$ cat src/rtl/if_fetch_unit.sv
// if_fetch_unit: instruction fetch with one-cycle memory, prefetch FIFO and redirect flush.
// Define IF_FETCH_PERF_EN to add the perf_fetched/perf_flushed counters.
module if_fetch_unit #(
    parameter logic [31:0] RESET_PC = 32'h0000_0000,
    parameter int          DEPTH    = 4
) (
    input  logic        clk,
    input  logic        rst_n,
    output logic [31:0] imem_pc,
    input  logic [31:0] imem_ins,
    output logic [31:0] dec_ins,
    output logic [31:0] dec_pc,
    output logic        dec_valid,
    input  logic        dec_ready,
    input  logic        redirect,
    input  logic [31:0] redirect_pc
`ifdef IF_FETCH_PERF_EN
    ,
    output logic [31:0] perf_fetched,
    output logic [31:0] perf_flushed
`endif
);
    localparam int AW = $clog2(DEPTH);
    localparam int CW = AW + 1;

    logic [31:0]   pc_q, inflight_pc_q, last_ins_q, last_pc_q;
    logic          inflight_q, issue, push, pop;
    logic [AW-1:0] rd_ptr, wr_ptr;
    logic [CW-1:0] count, occ;
    logic [31:0]   ins_mem [DEPTH];
    logic [31:0]   pc_mem  [DEPTH];

    // credit check counts the in-flight word so a push can never overflow
    assign occ       = count + CW'(inflight_q);
    assign issue     = !redirect && (occ < CW'(DEPTH));
    assign push      = inflight_q && !redirect;
    assign dec_valid = count != '0;
    assign pop       = dec_valid && dec_ready && !redirect;
    assign imem_pc   = pc_q;
    assign dec_ins   = dec_valid ? ins_mem[rd_ptr] : last_ins_q;
    assign dec_pc    = dec_valid ? pc_mem[rd_ptr] : last_pc_q;

    always_ff @(posedge clk or negedge rst_n) begin
        if (!rst_n) begin
            pc_q          <= RESET_PC;
            inflight_q    <= 1'b0;
            inflight_pc_q <= 32'h0;
            count         <= '0;
            rd_ptr        <= '0;
            wr_ptr        <= '0;
            last_ins_q    <= 32'h0;
            last_pc_q     <= 32'h0;
        end else if (redirect) begin
            pc_q       <= redirect_pc & ~32'h3;
            inflight_q <= 1'b0;
            count      <= '0;
            rd_ptr     <= '0;
            wr_ptr     <= '0;
        end else begin
            inflight_q <= issue;
            if (issue) begin
                inflight_pc_q <= pc_q;
                pc_q          <= pc_q + 32'd4;
            end
            if (push) wr_ptr <= wr_ptr + 1'b1;
            if (pop) begin
                rd_ptr     <= rd_ptr + 1'b1;
                last_ins_q <= ins_mem[rd_ptr];
                last_pc_q  <= pc_mem[rd_ptr];
            end
            count <= count + CW'(push) - CW'(pop);
        end
    end

    always_ff @(posedge clk) begin
        if (push) begin
            ins_mem[wr_ptr] <= imem_ins;
            pc_mem[wr_ptr]  <= inflight_pc_q;
        end
    end

`ifdef IF_FETCH_PERF_EN
    always_ff @(posedge clk or negedge rst_n) begin
        if (!rst_n) begin
            perf_fetched <= 32'h0;
            perf_flushed <= 32'h0;
        end else begin
            if (pop) perf_fetched <= perf_fetched + 32'd1;
            if (redirect) perf_flushed <= perf_flushed + 32'(occ);
        end
    end
`endif
endmodule

$ cat config.mk
export PLATFORM = sky130hd
export DESIGN_NAME = if_fetch_unit
export DESIGN_NICKNAME = d
export VERILOG_FILES = /design/src/rtl/if_fetch_unit.sv
export SDC_FILE = /design/constraint.sdc
export NUM_CORES = 1
export LEC_CHECK = 0
export BUFFER_PORTS_ARGS = -buffer_cell sky130_fd_sc_hd__buf_2
export CELL_PAD_IN_SITES_DETAIL_PLACEMENT = 0
export CELL_PAD_IN_SITES_GLOBAL_PLACEMENT = 1
export CORE_MARGIN = 5
export CORE_UTILIZATION = 54
export DETAILED_ROUTE_END_ITERATION = 8
export GPL_ROUTABILITY_DRIVEN = 0
export GPL_TIMING_DRIVEN = 0
export PLACE_DENSITY_LB_ADDON = 0.1
export SETUP_SLACK_MARGIN = 0.3
export SYNTH_ARGS = -nofsm -noshare
export SYNTH_HDL_FRONTEND = slang
export SYNTH_SLANG_ARGS = --single-unit
$ cat constraint.sdc
create_clock -name clk -period 4.3 [get_ports clk]
set_input_delay 0.215 -clock clk [delete_from_list [all_inputs] [get_ports clk]]
set_output_delay 0.215 -clock clk [all_outputs]
set_load 0.05 [all_outputs]
Word level (Yosys, flattened, before mapping). Memories as Yosys holds them, arrays and structs flattened. Cells that the tools add are included.

Add/sub/neg operators: 6. Multipliers: 0. Div/mod/pow operators: 0. Magnitude comparators: 1. Eq/ne operators: 0. Shift-type cells: 0. Muxes and demuxes: 12. Bitwise operators: 1. Reduce and logical (&&, ||, !) cells: 11.

Operator list (number): $mux 32 (4); $add 32x3->32 const B (1); $mux 2 (4); $add 3x1->3 (2); $reduce_bool 2->1 (3); $add 2x1->2 const B (2); $logic_and 1x1->1 (4); $reduce_and 2->1 (2); $lt 3x3->1 const B (1); $mux 1 (3); $mux 3 (1); $reduce_bool 3->1 (1); $sub 3x1->3 (1); $logic_not 1->1 (1); $not 1->1 (1).

Flip-flop bits (word level): 136. Latch bits: 0. Bits in writable memories: 256. Memory bits (read-only): 0. Input port bits: 68. Memories kept: 2.

Memory list: ins_mem (words 4, width 32, rd ports 1, clocked after Yosys merged registers in 0, write ports 1, line 30) `logic [31:0] ins_mem [DEPTH];`; pc_mem (words 4, width 32, rd ports 1, clocked after Yosys merged registers in 0, write ports 1, line 31) `logic [31:0] pc_mem [DEPTH];`.

Logic depth before layout (Yosys ltp).
Word-level depth: 5. Depth in mapped cells: 12. Gate-level depth less buffers: 10.

Worst setup path after synthesis. No wires, ideal clock.

Path type: register -> register. Start: register inflight_q. End: memory ins_mem[0][0] (enable). Arrival: 2.116 ns. Required time: 3.873 ns. Slack: 1.757 ns. Stages on the path, launching flop included: 3. Buffers on the path: 0. Clock period less this slack: 2.543 ns. Cell sequence: dfrtp_1 > nor2b_1 > and2_1.

Word-level cells in the longest chain between the ends: 3.

RTL lines: start: declaration (line 27) `logic inflight_q, issue, push, pop;`; start signal: assignment (line 60) `inflight_q <= issue;`; $logic_and 1x1->1 (line 36) `assign push = inflight_q && !redirect;`; $mux 1 (line 76) `if (push) begin`; $mux 1 (implied by the code) (line 77) `ins_mem[wr_ptr] <= imem_ins;`; end: declaration (line 30).

No other way between the ends.

Worst setup path after layout.
Start: register rd_ptr[1]. End: output dec_pc[14].

Word-level cells in the longest chain between the ends: 2.

RTL lines: start: declaration (line 28) `logic [AW-1:0] rd_ptr, wr_ptr;`; start signal: assignment (line 67) `rd_ptr <= rd_ptr + 1'b1;`; $mem_v2 4x32; $mux 32 (line 41) `assign dec_pc = dec_valid ? pc_mem[rd_ptr] : last_pc_q;`; end: declaration (line 12) `output logic [31:0] dec_pc,`.

No other way between the ends.

==> run metrics <==
Setup-failing EPs final=0; P_leak=6.93 nW; crit start category=register; WP data required=4090 ps; Hold WS=71.1 ps; maxcap violations=0; ranking of synthesized cells by area=edfxtp_1, dfrtp_1, mux4_2; CP delay by family, top=buffers and inverters; routed wire length per instance=20.5 um; Die Y=178 um; WS Path Type=register to output port; drt pass-1 iters=4; fmax=317 MHz; Tightest Pin Transition=921 ps; die footprint=31,800 um2; largest net degree at the start of global routing=92; CP max-delay cell=clkbuf_1; CTS Buffer Depth=3; number of global-route vias before repair=8,659; ys flop type=edfxtp_1; min Tclk post-route=3150 ps; Power Density=709 nW/um2; Clock power frac=23.8%; Int Pwr=0.00816 W; All-Layer GR Usage=19.9%; via count=8,230; area added between synthesis and finish=21.1%; I/O Buffers=157; max-slew violations=0; Net Sw Frac=37.8%; switching power=0.00497 W; Final HPWL DP=19,600 um; final net count=1,172; I/O Pins=165; skew final=14.2 ps; final WL=30,800 um; synthesized area per cell=18.5 um2; flop2flop setup slack=1180 ps; clk_lat worst skew=520 ps; Setup Buffers After CTS=0; Clock transition at path regs=60 ps; DR iter-0 viols=330; Flop pwr share=37.9%; H-tree depth=2; Final Hold Fails=0; post-synth top area cell=edfxtp_1; Worst path max stage delay=590 ps; crit-path max FO=10; GRT Residual Overflow=0; first-pass GRT wire length=48,700 um; YS warnings=0; RSZ-0062 raised after global routing=no; number of synthesized flops with an enable pin=248; critical path, cell by cell=clkbuf_1 > clkbuf_1 > mux4_2 > mux2_2 > buf_2; synth unique cells=39; CTS tree=done; Hold Crit Class=input pin to register; Post-route DRC=0; CP Capture Type=output port; Async S/R FF share, synth=34.4%; sequential-to-total area share from yosys stat=70.0%; share of layout cells above drive strength 1=34.5%; Post-Route Utilization=66.4%; row cnt=61; Slew headroom=38.4%; Setup TNS=0 ps; top-area cell type share of the netlist area=48.7%; Final Cycle Share=73.2%; Cell Area, Placed=16,700 um2; initial antenna violation count=0; Crit path arrival time=2930 ps; Buf+Inv Stages, Crit Path=3; flops & latches, synth=378; core area=27,900 um2; fin area=18,500 um2; Avg Vias per Cell=5.47; Initial Utilization=54.9%; cell mode on critical path=clkbuf_1; VDD IR max=0.000427 V; antenna viol nets, final=0; status=finished, final reports clean; CTS root buffer=clkbuf_16; DIE WIDTH=178 um; CTS sink cnt=378; Cell Area, Synth=15,300 um2; post-synthesis instance total=827; combinational share of power=38.3%; Num CTS Buffers=39; ANT cells=0
## layer usage
| layer | GRT usage (%) | vias to the layer above | part of all wire (%) |
|---|---|---|---|
| met2 | 34.1 | 190 | 50 |
| met5 | 0 | - | 0 |
| met3 | 3.69 | 32 | 4.9 |
| met4 | 3.87 | 0 | 1.1 |
| li1 | - | 3751 | - |
| met1 | 27.2 | 4257 | 44 |
## metrics by stage
| step | worst slack [ps] | total power [W] | instances |
|---|---|---|---|
| detailed placement | 1130 | 0.0101 | 1370 |
| CTS | 1050 | 0.0133 | 1505 |
| finish | 1150 | 0.0131 | 1505 |
| floorplan | 1760 | 0.00890 | 830 |
| global placement | 296 | 0.0100 | 1365 |
| global route | 901 | 0.0138 | 1505 |
## logic make-up (layout without fill, tap and decap cells)
group                    Yosys count  after routing  share of synthesized area (%)
buffers and inverters             55            352                           1.74
adder cells (fa/ha/maj)            8              8                          0.704
AO/OA/AOI/OAI                     27             27                          0.925
XOR/XNOR                          32             32                           1.83
multiplexers                     226            226                           21.2
other                              1              4                         0.0245
AND/OR/NAND/NOR                  100            100                           3.59
flip-flops                       378            378                           70.0
## cell usage after synthesis (2+ instances only)
library cell,number
ha_1,7
nor2b_1,2
inv_1,8
mux2i_1,4
and3_1,5
buf_2,23
nand3_2,2
nor2_1,12
nand3_1,13
clkbuf_1,15
xnor2_1,12
nor3_1,2
mux4_2,62
buf_4,8
nand2_1,32
o21ai_0,4
and2_1,7
a31oi_1,3
mux2_1,89
mux2_2,71
dfrtp_1,130
o21ai_1,19
nand4_1,13
edfxtp_1,248
or3_1,3
xor2_1,20
## flip-flops by register name (all words and copies together) (netlist names)
signal         count
count              3
imem_pc           30
inflight_pc_q     30
inflight_q         1
ins_mem          128
last_ins_q        32
last_pc_q         30
pc_mem           120
rd_ptr             2
wr_ptr             2
## what timing repair did
action | in CTS | in global routing
endpoints found under the hold margin | 197 | 0
endpoints found under the setup margin | 0 | 0
hold buffers | 63 | 0
resized for setup | 0 | 0
## power groups by stage
stage | combinational, W | sequential [W] | clock, W
6_report | 0.00502 | 0.00497 | 0.00313
2_1_floorplan | 0.00386 | 0.00504 | 0
3_5_place_dp | 0.00505 | 0.00505 | 0
5_1_grt | 0.00535 | 0.00505 | 0.00338
4_1_cts | 0.00511 | 0.00498 | 0.00320
3_3_place_gp | 0.00499 | 0.00502 | 0
## path summary, 6_finish.rpt
| check | startpoint | endpoint | cells past startpoint |
|---|---|---|---|
| worst max-delay path | rd_ptr[1] | dec_pc[14] | 5 |
| worst min register to register | last_ins_q[24] | last_ins_q[24] | 1 |
| min in group asynchronous | rst_n | last_ins_q[10] | 2 |
| worst min-delay path | dec_ready | rd_ptr[0] | 4 |
| max in group asynchronous | rst_n | last_pc_q[17] | 3 |
| worst max register to register | count[2] | count[2] | 12 |
## final cells by class
| cell class | instances | area, um2 |
|---|---|---|
| Sequential cell | 378 | 10700 |
| Inverter | 8 | 30.0 |
| Clock buffer | 53 | 1040 |
| Fill cell | 1911 | 9350 |
| Clock inverter | 19 | 148 |
| Timing Repair Buffer | 225 | 1550 |
| Tap cell | 378 | 473 |
| Multi-Input combinational cell | 397 | 4340 |
| Buffer | 47 | 235 |
## tightest hold or removal path, cell delays in order
cell,delay (ps)
buf_2,90
nand2_1,70
xor2_1,130
nor2_1,50
## placed cells by master, fill, tap and decap left out, drive strengths merged, types with 5 or more instances in the layout
| cell type | instances |
|---|---|
| and2 | 7 |
| clkinv | 14 |
| mux2 | 160 |
| xnor2 | 12 |
| xor2 | 20 |
| mux4 | 62 |
| nor2 | 12 |
| edfxtp | 248 |
| clkbuf | 68 |
| nand4 | 14 |
| dlygate4sd3 | 63 |
| buf | 194 |
| and3 | 5 |
| o21ai | 23 |
| dfrtp | 130 |
| nand2 | 32 |
| inv | 11 |
| ha | 7 |
| nand3 | 16 |
(Power assumes the default switching activity.)
